### src/rtl/muldiv_pkg.sv
// Shared definitions for the iterative multiply/divide unit: widths,
// operation encodings, FSM states and a small magnitude helper.
package muldiv_pkg;

    localparam int XLEN  = 32;
    localparam int ITER  = XLEN;
    localparam int CNT_W = $clog2(ITER);

    localparam logic [2:0] MD_MULT  = 3'd0;
    localparam logic [2:0] MD_MULTU = 3'd1;
    localparam logic [2:0] MD_DIV   = 3'd2;
    localparam logic [2:0] MD_DIVU  = 3'd3;
    localparam logic [2:0] MD_MTHI  = 3'd4;
    localparam logic [2:0] MD_MTLO  = 3'd5;

    typedef enum logic [1:0] {
        IDLE = 2'd0,
        RUN  = 2'd1,
        FIX  = 2'd2
    } md_state_t;

    // Two's-complement magnitude when neg is set; raw value otherwise.
    // 0x80000000 maps to itself, which is the correct unsigned magnitude.
    function automatic logic [XLEN-1:0] mag(input logic [XLEN-1:0] v, input logic neg);
        return neg ? (~v + 1'b1) : v;
    endfunction

endpackage

### src/rtl/muldiv_unit.sv
// Multi-cycle MIPS multiply/divide unit owning HI/LO.
// Radix-2, one bit per cycle over operand magnitudes, followed by a single
// sign-fixup cycle. busy covers the whole RUN+FIX window; done pulses on
// the edge that writes HI/LO.
module muldiv_unit
    import muldiv_pkg::*;
(
    input  logic            clk,
    input  logic            rst_n,
    input  logic            start,
    input  logic [2:0]      op,
    input  logic [XLEN-1:0] rs_data,
    input  logic [XLEN-1:0] rt_data,
    input  logic            flush,
    output logic            busy,
    output logic            done,
    output logic [XLEN-1:0] hi,
    output logic [XLEN-1:0] lo
);

    md_state_t         state_q, state_d;
    logic [CNT_W-1:0]  cnt_q, cnt_d;
    // opnd holds the multiplicand (mult) or divisor (div) magnitude.
    logic [XLEN-1:0]   opnd_q, opnd_d;
    // acc is {partial product, multiplier} or {remainder, dividend/quotient}.
    logic [2*XLEN-1:0] acc_q, acc_d;
    logic              is_div_q, is_div_d;
    logic              neg_res_q, neg_res_d;
    logic              neg_rem_q, neg_rem_d;
    logic [XLEN-1:0]   hi_q, hi_d;
    logic [XLEN-1:0]   lo_q, lo_d;
    logic              done_q, done_d;

    logic              is_md_op;
    logic              signed_op;
    logic              op_is_div;
    logic [XLEN-1:0]   a_mag;
    logic [XLEN-1:0]   b_mag;
    logic [XLEN:0]     mul_sum;
    logic [XLEN:0]     div_trial;
    logic [XLEN:0]     div_diff;
    logic [2*XLEN-1:0] fix_prod;
    logic [XLEN-1:0]   fix_quo;
    logic [XLEN-1:0]   fix_rem;

    assign is_md_op  = (op == MD_MULT) || (op == MD_MULTU) || (op == MD_DIV) || (op == MD_DIVU);
    assign signed_op = (op == MD_MULT) || (op == MD_DIV);
    assign op_is_div = (op == MD_DIV) || (op == MD_DIVU);
    assign a_mag     = mag(rs_data, signed_op & rs_data[XLEN-1]);
    assign b_mag     = mag(rt_data, signed_op & rt_data[XLEN-1]);

    // Multiply step: add multiplicand into the upper half when the current
    // multiplier bit is set, then shift the whole accumulator right.
    assign mul_sum   = {1'b0, acc_q[2*XLEN-1:XLEN]} + (acc_q[0] ? {1'b0, opnd_q} : '0);
    // Divide step: shift {rem, dividend} left by one and trial-subtract.
    assign div_trial = acc_q[2*XLEN-1:XLEN-1];
    assign div_diff  = div_trial - {1'b0, opnd_q};

    assign fix_prod  = neg_res_q ? (~acc_q + 1'b1) : acc_q;
    assign fix_quo   = neg_res_q ? (~acc_q[XLEN-1:0] + 1'b1) : acc_q[XLEN-1:0];
    assign fix_rem   = neg_rem_q ? (~acc_q[2*XLEN-1:XLEN] + 1'b1) : acc_q[2*XLEN-1:XLEN];

    // Next-state, datapath and HI/LO update; flush overrides everything.
    always_comb begin
        state_d   = state_q;
        cnt_d     = cnt_q;
        opnd_d    = opnd_q;
        acc_d     = acc_q;
        is_div_d  = is_div_q;
        neg_res_d = neg_res_q;
        neg_rem_d = neg_rem_q;
        hi_d      = hi_q;
        lo_d      = lo_q;
        done_d    = 1'b0;

        case (state_q)
            IDLE: begin
                if (start) begin
                    if (is_md_op) begin
                        is_div_d  = op_is_div;
                        neg_res_d = signed_op & (rs_data[XLEN-1] ^ rt_data[XLEN-1]);
                        neg_rem_d = signed_op & rs_data[XLEN-1];
                        opnd_d    = op_is_div ? b_mag : a_mag;
                        acc_d     = {{XLEN{1'b0}}, (op_is_div ? a_mag : b_mag)};
                        cnt_d     = '0;
                        state_d   = RUN;
                    end else if (op == MD_MTHI) begin
                        hi_d = rs_data;
                    end else if (op == MD_MTLO) begin
                        lo_d = rs_data;
                    end
                end
            end
            RUN: begin
                if (is_div_q) begin
                    if (div_diff[XLEN]) begin
                        acc_d = {div_trial[XLEN-1:0], acc_q[XLEN-2:0], 1'b0};
                    end else begin
                        acc_d = {div_diff[XLEN-1:0], acc_q[XLEN-2:0], 1'b1};
                    end
                end else begin
                    acc_d = {mul_sum, acc_q[XLEN-1:1]};
                end
                cnt_d = cnt_q + 1'b1;
                if (cnt_q == CNT_W'(ITER - 1)) begin
                    state_d = FIX;
                end
            end
            FIX: begin
                if (is_div_q) begin
                    // A zero divisor leaves the dividend as remainder; only
                    // the quotient needs forcing to all ones.
                    lo_d = (opnd_q == '0) ? '1 : fix_quo;
                    hi_d = fix_rem;
                end else begin
                    {hi_d, lo_d} = fix_prod;
                end
                done_d  = 1'b1;
                state_d = IDLE;
            end
            default: begin
                state_d = IDLE;
            end
        endcase

        if (flush) begin
            state_d = IDLE;
            done_d  = 1'b0;
            hi_d    = hi_q;
            lo_d    = lo_q;
        end
    end

    // State and datapath registers with asynchronous clear.
    always_ff @(posedge clk or negedge rst_n) begin
        if (!rst_n) begin
            state_q   <= IDLE;
            cnt_q     <= '0;
            opnd_q    <= '0;
            acc_q     <= '0;
            is_div_q  <= 1'b0;
            neg_res_q <= 1'b0;
            neg_rem_q <= 1'b0;
            hi_q      <= '0;
            lo_q      <= '0;
            done_q    <= 1'b0;
        end else begin
            state_q   <= state_d;
            cnt_q     <= cnt_d;
            opnd_q    <= opnd_d;
            acc_q     <= acc_d;
            is_div_q  <= is_div_d;
            neg_res_q <= neg_res_d;
            neg_rem_q <= neg_rem_d;
            hi_q      <= hi_d;
            lo_q      <= lo_d;
            done_q    <= done_d;
        end
    end

    assign busy = (state_q != IDLE);
    assign done = done_q;
    assign hi   = hi_q;
    assign lo   = lo_q;

endmodule

### config.mk
export PLATFORM = sky130hd
export DESIGN_NAME = muldiv_unit
export DESIGN_NICKNAME = d
export VERILOG_FILES = /design/src/rtl/muldiv_pkg.sv /design/src/rtl/muldiv_unit.sv
export SDC_FILE = /design/constraint.sdc
export NUM_CORES = 1
export LEC_CHECK = 0
export CORE_UTILIZATION = 40
export DETAILED_ROUTE_END_ITERATION = 6
export PLACE_DENSITY = 0.65
export SYNTH_ARGS = -nofsm -noshare
export SYNTH_HDL_FRONTEND = slang
export SYNTH_SLANG_ARGS = --single-unit
export TNS_END_PERCENT = 100
### constraint.sdc
create_clock -name clk -period 7.6 [get_ports clk]
set_clock_uncertainty 0.2 [all_clocks]
set_input_delay 2.28 -clock clk [delete_from_list [all_inputs] [get_ports clk]]
set_output_delay 2.28 -clock clk [all_outputs]
set_load 0.02 [all_outputs]
==> flow_summary_export.csv <==
group,metric,value,unit
global_routing,antenna_found_initial,0,
synthesis,synth_cells,1948,
finish,final_util,47.32,%
power,combPwrFrac,57.5,%
power,ir_drop,0.1841,mV
synthesis,synth_enable_flop_cells,0,
timing,maxSlewViolCount,0,
floorplan,io_pins,137,
route,ant_nets,0,
global_routing,grtUsageTotal,29.94,%
route,drt-initial-drc-count,1759,
worst_setup_path,critPathKind,"input pin to flip-flop",
timing,slew_headroom,21.56,%
placed_design,gp_congestion,0.9423,
floorplan,initial_core_util,41.06,%
timing,finalSetupTns,0,ns
placed_design,pre_cts_slack,1.850,ns
floorplan,die_area,38730,µm²
synthesis,synth_top_area_share,28.19,%
worst_setup_path,critPathTopFamily,"simple AND/OR/NAND/NOR gates",
cts,clk_pin_slew_worst_paths,0.07,ns
synthesis,synthArstFlopShare,100.0,%
placed_design,port_buffers,136,
finish,layout-drive-gt1-share,5.426,%
cts,cts_setup_buffers,0,
synthesis,synth-seq-cells,171,
cts,clk_latency,0.46,ns
global_routing,gr-total-overflow,0,
route,routed.top_layer,"met4",
floorplan,coreArea,36960,µm²
synthesis,synthesis.area,15180,µm²
worst_setup_path,ff2ff_setup_slack,2.96,ns
finish,final_net_count,2139,
synthesis,synth_most_common_cell,"o21ai_0",
timing,worst_pin_slew,1.175,ns
route,via_per_inst,6.118,
flow_run,cap_violations,0,
synthesis,syn_nets,2091,
timing,fin_crit_sh,70.70,%
power,pwr-share-seq,26.7,%
cts,cts_buffer_depth,2,
synthesis,avgSynthCellArea,7.791,µm²
synthesis,synth_common_cells,"o21ai_0 (216), nand2_1 (212), dfrtp_1 (171)",
route,finalWirelength,57.94,mm
route,avgRoutedWirePerCell,23.06,µm
finish,seq_area,4280,µm²
power,p_int,3.144,mW
worst_setup_path,max_stage_delay,0.70,ns
placed_design,dp_cells,2481,
power,power.leakage,7.118,nW
finish,fillers,3669,
finish,area_delta_synth_final,15.24,%
min_path,min_path_type,"flip-flop to flip-flop",
route,wl_met1,25.75,mm
cts,cts.sinks,171,
worst_setup_path,cp_slowest_cell,"nor4b_1",
worst_setup_path,cp_max_fo,5,
timing,period_minus_slack,5.373,ns
cts,h-tree-depth,4,
route,dr.pass1.iters,6,
power,power-per-cell-area,347.2,nW/µm²
power,power.share.switching,48.23,%
global_routing,grt_pass1_vias,14190,
worst_setup_path,arrival,5.51,ns
worst_setup_path,cp-end-kind,"flip-flop",
power,p_sw,2.929,mW
cts,cts-root-buf,"clkbuf_16",
synthesis,ys_warn_count,0,
floorplan,die_y,196.8,µm
synthesis,synthTopCellsByArea,"dfrtp_1 (28%), o21ai_0 (7.1%), xnor2_1 (6.2%), ha_1 (5.8%), nand2_1 (5.2%)",
run_status,status,"finished clean",
floorplan,chipWidth,196.8,µm
synthesis,ys_seq_area_share,28.19,%
timing,hold-worst-slack,0.2845,ns
timing,fmax,186.1,MHz
cts,postCtsHoldBufs,0,
timing,timing.final.ws_setup,2.227,ns
cts,cts_tree,"done",
floorplan,rows,70,
timing,rsz0062_at_grt,"no",
worst_setup_path,crit_chain,"clkdlybuf4s50_1 -> or4_1 -> nor4b_1 -> nand3_1 -> o21ai_1 -> xor2_1 -> nor2_1 -> o32a_1",
synthesis,synth.distinct_cells,84,
worst_setup_path,critPathBufInv,1,
route,vias,15380,
synthesis,ys.flop_type,"dfrtp_1",
placed_design,detailed_place_hpwl,43.96,mm
route,drc,0,
worst_setup_path,worstPathRequired,7.74,ns
finish,multiInputGateArea,10210,µm²
finish,n_antenna_cell,0,
route,wl_met3,4.814,mm
power,clock_power_share,15.7,%
worst_setup_path,start_kind,"input pin",
finish,fin_cells,2513,
global_routing,grt_max_degree,90,
timing,setup_violations,0,
global_routing,grt_pass1_wl,87.81,mm
timing,hold_violations,0,
cts,cts-resized-gates,0,
cts,numCtsBuffers,17,
route,met2_length,24.95,mm
synthesis,yosysTopAreaCell,"dfrtp_1",
-- cell type report --
cell class,instances,share of cell area [%]
Timing Repair Buffer,157,8.735
Multi-Input combinational cell,1588,58.36
Sequential cell,171,24.47
Clock buffer,19,2.590
Clock inverter,13,0.9300
Inverter,61,1.309
Tap cell,504,3.605
-- routing by layer --
layer / vias to the layer above / global-route usage (%)
met1: 7351 / 42.37
li1: 7173 / -
met4: 0 / 12.60
met5: - / 0
met3: 98 / 4.586
met2: 753 / 45.18
-- cell families (layout without fill, tap and decap cells) --
group | count (synthesis) | in the layout | synth area share (%)
fa+ha+maj | 72 | 72 | 6.035
flops | 171 | 171 | 28.19
simple gates | 631 | 631 | 20.37
mux | 62 | 62 | 4.163
xor+xnor | 170 | 170 | 9.810
buf+inv | 189 | 250 | 4.823
compound gates | 653 | 653 | 26.60
-- power by group through the flow --
stage / sequential, mW / combinational (mW) / clock [mW]
after floorplan: 1.47 / 2.50 / 0
after global placement: 1.62 / 3.39 / 0
after detailed placement: 1.62 / 3.42 / 0
after CTS: 1.60 / 3.44 / 0.964
after global routing: 1.65 / 3.82 / 1.00
final: 1.62 / 3.49 / 0.955
-- placed cells by master (no fill, tap or decap), drive strengths merged, types with 27 or more instances in the layout --
cell,instances
o21ai,224
nand2,212
dfrtp,171
nor2,156
a21oi,148
clkdlybuf4s50,134
xnor2,107
ha,70
xor2,63
inv,63
mux2i,53
nor3,53
o22ai,37
o211ai,34
a21o,31
nand3,29
or3,28
a31oi,27
o31ai,27
-- stage by stage --
| step | cell area (µm²) | total power, mW |
|---|---|---|
| floorplan | 15180 | 3.970 |
| global placement | 16870 | 5.002 |
| detailed placement | 16870 | 5.044 |
| CTS | 17490 | 6.006 |
| global route | 17490 | 6.483 |
| finish | 17490 | 6.073 |
-- tightest hold or removal path: stages (launching register included) --
cell and delay [ns]:
dfrtp_1 0.35, nand2_1 0.04, o21ai_0 0.06
-- flip-flops by register name (all words and copies together) (netlist names) --
register,cells
acc_q,64
hi,32
lo,32
opnd_q,32
cnt_q,5
state_q,2
done,1
is_div_q,1
neg_rem_q,1
neg_res_q,1
-- worst paths after layout --
check | from | end | cells past startpoint
max in group asynchronous | rst_n | hi[14] | 2
worst min-delay path | lo[1] | lo[1] | 2
worst max-delay path | rs_data[5] | acc_q[23] | 8
worst max register to register | acc_q[0] | acc_q[61] | 13
worst min register to register | lo[1] | lo[1] | 2
min in group asynchronous | rst_n | cnt_q[4] | 1
No activity file was read; power rests on OpenSTA's default activity.
